===== src/rtl/mem_ctrl_if.sv =====
// mem_ctrl_if: request/response bus between control unit, sequencer and memory
interface mem_ctrl_if #(parameter int DATAWIDTH_BUS = 32);
  logic                     MEM_CTRL_Req_In;
  logic                     MEM_CTRL_Write_In;
  logic [DATAWIDTH_BUS-1:0] MEM_CTRL_Addr_InBus;
  logic [DATAWIDTH_BUS-1:0] MEM_CTRL_WrData_InBus;
  logic                     MEM_CTRL_Busy_Out;
  logic                     MEM_CTRL_Done_Out;
  logic                     MEM_CTRL_Error_Out;
  logic [DATAWIDTH_BUS-1:0] MEM_CTRL_RdData_OutBus;
  logic [DATAWIDTH_BUS-1:0] MEM_CTRL_A_OutBus;
  logic [DATAWIDTH_BUS-1:0] MEM_CTRL_B_OutBus;
  logic                     MEM_CTRL_RD_Out;
  logic                     MEM_CTRL_WR_Out;
  logic                     MEM_CTRL_ACK_In;
  logic [DATAWIDTH_BUS-1:0] MEM_CTRL_Data_InBus;
  modport slave (
    input  MEM_CTRL_Req_In, MEM_CTRL_Write_In, MEM_CTRL_Addr_InBus, MEM_CTRL_WrData_InBus,
           MEM_CTRL_ACK_In, MEM_CTRL_Data_InBus,
    output MEM_CTRL_Busy_Out, MEM_CTRL_Done_Out, MEM_CTRL_Error_Out, MEM_CTRL_RdData_OutBus,
           MEM_CTRL_A_OutBus, MEM_CTRL_B_OutBus, MEM_CTRL_RD_Out, MEM_CTRL_WR_Out
  );
  modport master (
    output MEM_CTRL_Req_In, MEM_CTRL_Write_In, MEM_CTRL_Addr_InBus, MEM_CTRL_WrData_InBus,
           MEM_CTRL_ACK_In, MEM_CTRL_Data_InBus,
    input  MEM_CTRL_Busy_Out, MEM_CTRL_Done_Out, MEM_CTRL_Error_Out, MEM_CTRL_RdData_OutBus,
           MEM_CTRL_A_OutBus, MEM_CTRL_B_OutBus, MEM_CTRL_RD_Out, MEM_CTRL_WR_Out
  );
endinterface


===== src/rtl/mem_ctrl.sv =====
// mem_ctrl: single-access memory sequencer with four-phase ACK handshake and timeout
module mem_ctrl #(
  parameter int DATAWIDTH_BUS  = 32,
  parameter int TIMEOUT_CYCLES = 16,
  parameter int TIMEOUT_WIDTH  = 5
) (
  input  logic       MEM_CTRL_CLOCK_50,
  input  logic       MEM_CTRL_ResetInHigh_In,
  mem_ctrl_if.slave  bus
);
  typedef enum logic [1:0] {IDLE, ACCESS, COMPLETE, RELEASE} state_t;
  localparam logic [TIMEOUT_WIDTH-1:0] LAST = TIMEOUT_WIDTH'(TIMEOUT_CYCLES - 1);
  state_t                   state_q;
  logic [TIMEOUT_WIDTH-1:0] cnt_q;
  logic                     write_q, busy_q, done_q, error_q, rd_q, wr_q;
  logic [DATAWIDTH_BUS-1:0] rd_data_q, a_q, b_q;
  assign bus.MEM_CTRL_Busy_Out      = busy_q;
  assign bus.MEM_CTRL_Done_Out      = done_q;
  assign bus.MEM_CTRL_Error_Out     = error_q;
  assign bus.MEM_CTRL_RdData_OutBus = rd_data_q;
  assign bus.MEM_CTRL_A_OutBus      = a_q;
  assign bus.MEM_CTRL_B_OutBus      = b_q;
  assign bus.MEM_CTRL_RD_Out        = rd_q;
  assign bus.MEM_CTRL_WR_Out        = wr_q;
  always_ff @(posedge MEM_CTRL_CLOCK_50) begin
    if (MEM_CTRL_ResetInHigh_In) begin
      state_q   <= IDLE;
      cnt_q     <= '0;
      write_q   <= 1'b0;
      busy_q    <= 1'b0;
      done_q    <= 1'b0;
      error_q   <= 1'b0;
      rd_q      <= 1'b0;
      wr_q      <= 1'b0;
      rd_data_q <= '0;
      a_q       <= '0;
      b_q       <= '0;
    end else begin
      done_q  <= 1'b0;
      error_q <= 1'b0;
      case (state_q)
        IDLE: if (bus.MEM_CTRL_Req_In) begin
          a_q     <= bus.MEM_CTRL_Addr_InBus;
          b_q     <= bus.MEM_CTRL_WrData_InBus;
          write_q <= bus.MEM_CTRL_Write_In;
          rd_q    <= ~bus.MEM_CTRL_Write_In;
          wr_q    <= bus.MEM_CTRL_Write_In;
          busy_q  <= 1'b1;
          cnt_q   <= '0;
          state_q <= ACCESS;
        end
        // ACK wins over timeout when both land on the final strobe cycle
        ACCESS: if (bus.MEM_CTRL_ACK_In) begin
          if (!write_q) rd_data_q <= bus.MEM_CTRL_Data_InBus;
          rd_q    <= 1'b0;
          wr_q    <= 1'b0;
          done_q  <= 1'b1;
          state_q <= COMPLETE;
        end else if (cnt_q == LAST) begin
          rd_q    <= 1'b0;
          wr_q    <= 1'b0;
          done_q  <= 1'b1;
          error_q <= 1'b1;
          state_q <= COMPLETE;
        end else begin
          cnt_q <= cnt_q + 1'b1;
        end
        COMPLETE: begin
          cnt_q   <= '0;
          busy_q  <= bus.MEM_CTRL_ACK_In;
          state_q <= bus.MEM_CTRL_ACK_In ? RELEASE : IDLE;
        end
        RELEASE: if (!bus.MEM_CTRL_ACK_In) begin
          busy_q  <= 1'b0;
          state_q <= IDLE;
        end
        default: state_q <= IDLE;
      endcase
    end
  end
endmodule


===== src/flat_wrapper.sv =====
// flat-port wrapper written by rule: the top's interface ports become plain ports
module mem_ctrl_flat 
#(
  parameter int DATAWIDTH_BUS  = 32,
  parameter int TIMEOUT_CYCLES = 16,
  parameter int TIMEOUT_WIDTH  = 5
)
  (MEM_CTRL_CLOCK_50, MEM_CTRL_ResetInHigh_In, bus_MEM_CTRL_Req_In, bus_MEM_CTRL_Write_In, bus_MEM_CTRL_Addr_InBus, bus_MEM_CTRL_WrData_InBus, bus_MEM_CTRL_ACK_In, bus_MEM_CTRL_Data_InBus, bus_MEM_CTRL_Busy_Out, bus_MEM_CTRL_Done_Out, bus_MEM_CTRL_Error_Out, bus_MEM_CTRL_RdData_OutBus, bus_MEM_CTRL_A_OutBus, bus_MEM_CTRL_B_OutBus, bus_MEM_CTRL_RD_Out, bus_MEM_CTRL_WR_Out);
  mem_ctrl_if #(.DATAWIDTH_BUS(DATAWIDTH_BUS)) bus_i ();
  input  logic MEM_CTRL_CLOCK_50;
  input  logic MEM_CTRL_ResetInHigh_In;
  input wire logic [$bits(bus_i.MEM_CTRL_Req_In)-1:0] bus_MEM_CTRL_Req_In;
  input wire logic [$bits(bus_i.MEM_CTRL_Write_In)-1:0] bus_MEM_CTRL_Write_In;
  input wire logic [$bits(bus_i.MEM_CTRL_Addr_InBus)-1:0] bus_MEM_CTRL_Addr_InBus;
  input wire logic [$bits(bus_i.MEM_CTRL_WrData_InBus)-1:0] bus_MEM_CTRL_WrData_InBus;
  input wire logic [$bits(bus_i.MEM_CTRL_ACK_In)-1:0] bus_MEM_CTRL_ACK_In;
  input wire logic [$bits(bus_i.MEM_CTRL_Data_InBus)-1:0] bus_MEM_CTRL_Data_InBus;
  output wire logic [$bits(bus_i.MEM_CTRL_Busy_Out)-1:0] bus_MEM_CTRL_Busy_Out;
  output wire logic [$bits(bus_i.MEM_CTRL_Done_Out)-1:0] bus_MEM_CTRL_Done_Out;
  output wire logic [$bits(bus_i.MEM_CTRL_Error_Out)-1:0] bus_MEM_CTRL_Error_Out;
  output wire logic [$bits(bus_i.MEM_CTRL_RdData_OutBus)-1:0] bus_MEM_CTRL_RdData_OutBus;
  output wire logic [$bits(bus_i.MEM_CTRL_A_OutBus)-1:0] bus_MEM_CTRL_A_OutBus;
  output wire logic [$bits(bus_i.MEM_CTRL_B_OutBus)-1:0] bus_MEM_CTRL_B_OutBus;
  output wire logic [$bits(bus_i.MEM_CTRL_RD_Out)-1:0] bus_MEM_CTRL_RD_Out;
  output wire logic [$bits(bus_i.MEM_CTRL_WR_Out)-1:0] bus_MEM_CTRL_WR_Out;
  assign bus_i.MEM_CTRL_Req_In = bus_MEM_CTRL_Req_In;
  assign bus_i.MEM_CTRL_Write_In = bus_MEM_CTRL_Write_In;
  assign bus_i.MEM_CTRL_Addr_InBus = bus_MEM_CTRL_Addr_InBus;
  assign bus_i.MEM_CTRL_WrData_InBus = bus_MEM_CTRL_WrData_InBus;
  assign bus_i.MEM_CTRL_ACK_In = bus_MEM_CTRL_ACK_In;
  assign bus_i.MEM_CTRL_Data_InBus = bus_MEM_CTRL_Data_InBus;
  assign bus_MEM_CTRL_Busy_Out = bus_i.MEM_CTRL_Busy_Out;
  assign bus_MEM_CTRL_Done_Out = bus_i.MEM_CTRL_Done_Out;
  assign bus_MEM_CTRL_Error_Out = bus_i.MEM_CTRL_Error_Out;
  assign bus_MEM_CTRL_RdData_OutBus = bus_i.MEM_CTRL_RdData_OutBus;
  assign bus_MEM_CTRL_A_OutBus = bus_i.MEM_CTRL_A_OutBus;
  assign bus_MEM_CTRL_B_OutBus = bus_i.MEM_CTRL_B_OutBus;
  assign bus_MEM_CTRL_RD_Out = bus_i.MEM_CTRL_RD_Out;
  assign bus_MEM_CTRL_WR_Out = bus_i.MEM_CTRL_WR_Out;
  mem_ctrl #(.DATAWIDTH_BUS(DATAWIDTH_BUS), .TIMEOUT_CYCLES(TIMEOUT_CYCLES), .TIMEOUT_WIDTH(TIMEOUT_WIDTH)) u_core (.MEM_CTRL_CLOCK_50(MEM_CTRL_CLOCK_50), .MEM_CTRL_ResetInHigh_In(MEM_CTRL_ResetInHigh_In), .bus(bus_i));
endmodule

===== config.mk =====
export PLATFORM = sky130hd
export DESIGN_NAME = mem_ctrl_flat
export DESIGN_NICKNAME = d
export VERILOG_FILES = /design/src/rtl/mem_ctrl_if.sv /design/src/rtl/mem_ctrl.sv /design/src/flat_wrapper.sv
export SDC_FILE = /design/constraint.sdc
export NUM_CORES = 1
export LEC_CHECK = 0
export CAP_MARGIN = 25
export CORE_ASPECT_RATIO = 0.7
export CORE_MARGIN = 10
export CORE_UTILIZATION = 36
export DETAILED_ROUTE_END_ITERATION = 8
export PLACE_DENSITY = 0.74
export RECOVER_POWER = 25
export REMOVE_ABC_BUFFERS = 1
export SYNTH_ARGS = -nofsm -noshare
export SYNTH_HDL_FRONTEND = slang
export SYNTH_SLANG_ARGS = --single-unit

===== constraint.sdc =====
create_clock -name MEM_CTRL_CLOCK_50 -period 1.8 [get_ports MEM_CTRL_CLOCK_50]
set_clock_uncertainty 0.1 [all_clocks]
set_input_delay 0.27 -clock MEM_CTRL_CLOCK_50 [delete_from_list [all_inputs] [get_ports MEM_CTRL_CLOCK_50]]
set_output_delay 0.27 -clock MEM_CTRL_CLOCK_50 [all_outputs]
set_load 0.02 [all_outputs]

==> summary.md <==
| Metric | Value |
|---|---|
| Status | complete, but fails checks |
| Failing checks | negative setup slack |
| Adder-cell share of the synthesized area | 0.00644 |
| Rows | 31 |
| Worst r2r src | u_core.cnt_q[1]$_SDFFE_PP0P_ |
| Fmax | around 510 MHz |
| Clock sinks | about 110 |
| CTS max path bufs | 2 |
| Final setup violation count | 2 |
| Die Span X | about 140 um |
| Vias/cell | 4.79 |
| Core ar. | between 10,000 and 15,000 um2 |
| Die height | roughly 110 um |
| Multiplexer area fraction after synthesis | 0 |
| Worst R2R Path Depth | 6 |
| Hold path depth | 2 |
| Area delta synth->final | 66.2% |
| RSZ-0062 raised after global routing | true |
| Ranking of synthesized cells by area | dfxtp_1, nand2_1, a21oi_1 |
| WL/cell | 15.9 um |
| # diodes | 0 |
| WP data arrival | 2110 ps |
| XOR/XNOR Fraction of Synth Area | 0.00226 |
| Commonest non-fill, non-tap cell in the layout | clkdlybuf4s50_1 |
| Seq/Total Area, Yosys | 0.562 |
| Crit. End Element | register |
| Hold endpoint | u_core.bus.MEM_CTRL_RdData_OutBus[30]$_SDFFE_PP0P_ |
| P_leak | roughly 0.0023 uW |
| Synth Register Bits | between 100 and 150 |
| Max-cap viol count | 0 |
| Worst min-delay path class | in -> reg |
| DP Worst Slack | -253 ps |
| Synth warn | 0 |
| Fin Setup TNS | -146 ps |
| First DRT Iteration DRCs | between 100 and 150 |
| Clk slew on worst S/H paths | roughly 70 ps |
| Post-synthesis cell count | slightly below 500 |
| Antenna violations before repair | 0 |
| First-pass GRT wire length | approximately 20 mm |
| CTS tree | built |
| Power density over cell area | 874 nW/um2 |
| DRC violations left | 0 |
| Fin. Hold Viols | 0 |
| GRT Total Usage | 0.163 |
| Slew @ Worst Pin | ~400 ps |
| Largest net degree at the start of global routing | 50 |
| Syn_area_per_cell | 7.97 um2 |
| Final WS setup | -146 ps |
| Congestion Overflow GR | 0 |
| Vias in the first global route | around 4,000 |
| Synth Area in Simple Gates | 0.236 |
| Post-synthesis compound-gate area fraction | 0.148 |
| Nets | 787 |
| Most frequent cells in the layout | clkdlybuf4s50_1, nand2_1, dfxtp_1 |
| Yosys top cell by area | dfxtp_1 |
| Hold_buf cts | 0 |
| R2R setup slack | -150 ps |
| Antenna Nets Post-Route | 0 |
| Clk_lat worst skew | around 340 ps |
| Fin. max-slew vios | 0 |
| Cell variety after synth | 29 |
| Largest family of logic cells by synthesized area | simple AND/OR/NAND/NOR gates |
| Worst vdd ir | about 0.55 mV |
| Placed cell count | roughly 800 |
| Hold_sp | MEM_CTRL_ResetInHigh_In |
| Initial Util | 0.372 |
| Reg-to-reg endpoint | u_core.cnt_q[3]$_SDFFE_PP0P_ |
| Crit Path Max Fanout | 2 |
| Clk Tree Root Cell | clkbuf_16 |
| Post-synth top area share | 0.562 |
| Slew HR | 0.730 |
| Non-filler cells, final | a little over 800 |
| Dpl cell area | a little over 6000 um2 |
| H-tree depth | 3 |
| Port Buf Inserts | 201 |
| Inserted Clock Buffers | 9 |
| Final GP Congestion | 0.808 |
| Cell Area, Synth | between 3000 and 4000 um2 |
| Min cycle time layout | between 1500 and 2000 ps |
| Worst EP required | ~2000 ps |
| Share of cells above drive strength 1 | 0.0683 |
| Overall Power | 5640 uW |
| DP HPWL | roughly 9.7 mm |
| Drt total wl | ~13 mm |
| Vias | between 3,000 and 4,000 |
| Area of the die | roughly 15,000 um2 |
| CP Launch Type | register |
| Kind of critical path | reg -> reg |
| I/O pin count | 202 |
| Final instance area | approximately 6500 um2 |
| Tcrit/Tclk final | 1.08 |
| First-pass iteration count of the detailed router | 4 |
==> cell usage after synthesis, drive strengths merged <==
library cell  count
a31oi             1
nor2              3
nand2           195
dfxtp           109
nand2b            5
nand3b            1
clkbuf           26
o211ai            2
or4b              1
buf              12
xnor2             1
nor3              2
nor4b             3
ha                2
or3b              1
and4bb            1
inv               3
or3               1
o21bai            1
o22ai             1
a21oi           103
and3              1
a211oi            2
nor3b             1
o21ai             2
nand3             6
nand4bb           1
==> kinds of logic after synthesis <==
family	Yosys count
AND/OR/NAND/NOR	222
flip-flops	109
buffers and inverters	41
XOR/XNOR	1
adder cells (fa/ha/maj)	2
AO/OA/AOI/OAI	112
==> worst max path at each step <==
stage / from / endpoint / slack (ps)
4_1_cts: u_core.cnt_q[1]$_SDFFE_PP0P_ / u_core.cnt_q[3]$_SDFFE_PP0P_ / -200
3_3_place_gp: u_core.cnt_q[0]$_SDFFE_PP0P_ / u_core.cnt_q[3]$_SDFFE_PP0P_ / -210
2_1_floorplan: u_core.state_q[1]$_SDFFE_PP0P_ / u_core.bus.MEM_CTRL_WR_Out$_SDFFE_PP0P_ / -2740
5_1_grt: u_core.cnt_q[0]$_SDFFE_PP0P_ / u_core.cnt_q[3]$_SDFFE_PP0P_ / -190
6_report: u_core.cnt_q[1]$_SDFFE_PP0P_ / u_core.cnt_q[3]$_SDFFE_PP0P_ / -150
3_5_place_dp: u_core.cnt_q[0]$_SDFFE_PP0P_ / u_core.cnt_q[3]$_SDFFE_PP0P_ / -250
==> power by group <==
group / switching (uW) / internal, uW
clock network: 845 / 1070
logic: 542 / 561
registers: 72.3 / 2550
==> cell type report <==
type	count	area (um2)
fill	885	3980
clock buffer	11	233
clock inverter	4	50.0
sequential	109	2180
multi-input combinational	337	1570
timing repair buffer	224	2240
inverter	3	11.3
tap	132	165
==> critical path, stage by stage (launching register included) <==
cell     delay (ps)
dfxtp_2         340
ha_4            160
and3_4          150
ha_4            150
or4b_4          480
or3_4           370
a31oi_1         140
==> timing repair <==
item	4_1_cts	5_1_grt
setup buffers	2	0
gates cloned	0	0
gates resized for setup	6	3
pin swaps	5	2
setup endpoints to repair	5	5
==> layer usage <==
metal  global-route usage  share of wire  vias to the layer above
met4               0.0403          0.011                        0
met2                0.253           0.43                      153
met5                    0              0                        -
li1                     -              -                     1970
met1                0.180           0.40                     1791
met3                0.113           0.16                       14
==> stage by stage <==
| stage | hold WS (ps) | util |
|---|---|---|
| 2_1_floorplan | 239 | - |
| 3_3_place_gp | 341 | 0.586 |
| 3_5_place_dp | 346 | 0.586 |
| 4_1_cts | 212 | 0.617 |
| 5_1_grt | 233 | 0.619 |
| 6_report | 210 | 0.619 |
==> registers in the layout (all words and copies together), names as in the netlist <==
name	cells
u_core.bus.MEM_CTRL_B_OutBus	32
u_core.state_q	2
u_core.bus.MEM_CTRL_WR_Out	1
u_core.bus.MEM_CTRL_A_OutBus	32
u_core.bus.MEM_CTRL_RD_Out	1
u_core.bus.MEM_CTRL_Error_Out	1
u_core.bus.MEM_CTRL_RdData_OutBus	32
u_core.bus.MEM_CTRL_Done_Out	1
u_core.bus.MEM_CTRL_Busy_Out	1
u_core.write_q	1
u_core.cnt_q	5
Note: power is estimated with default switching activity, not from simulation.
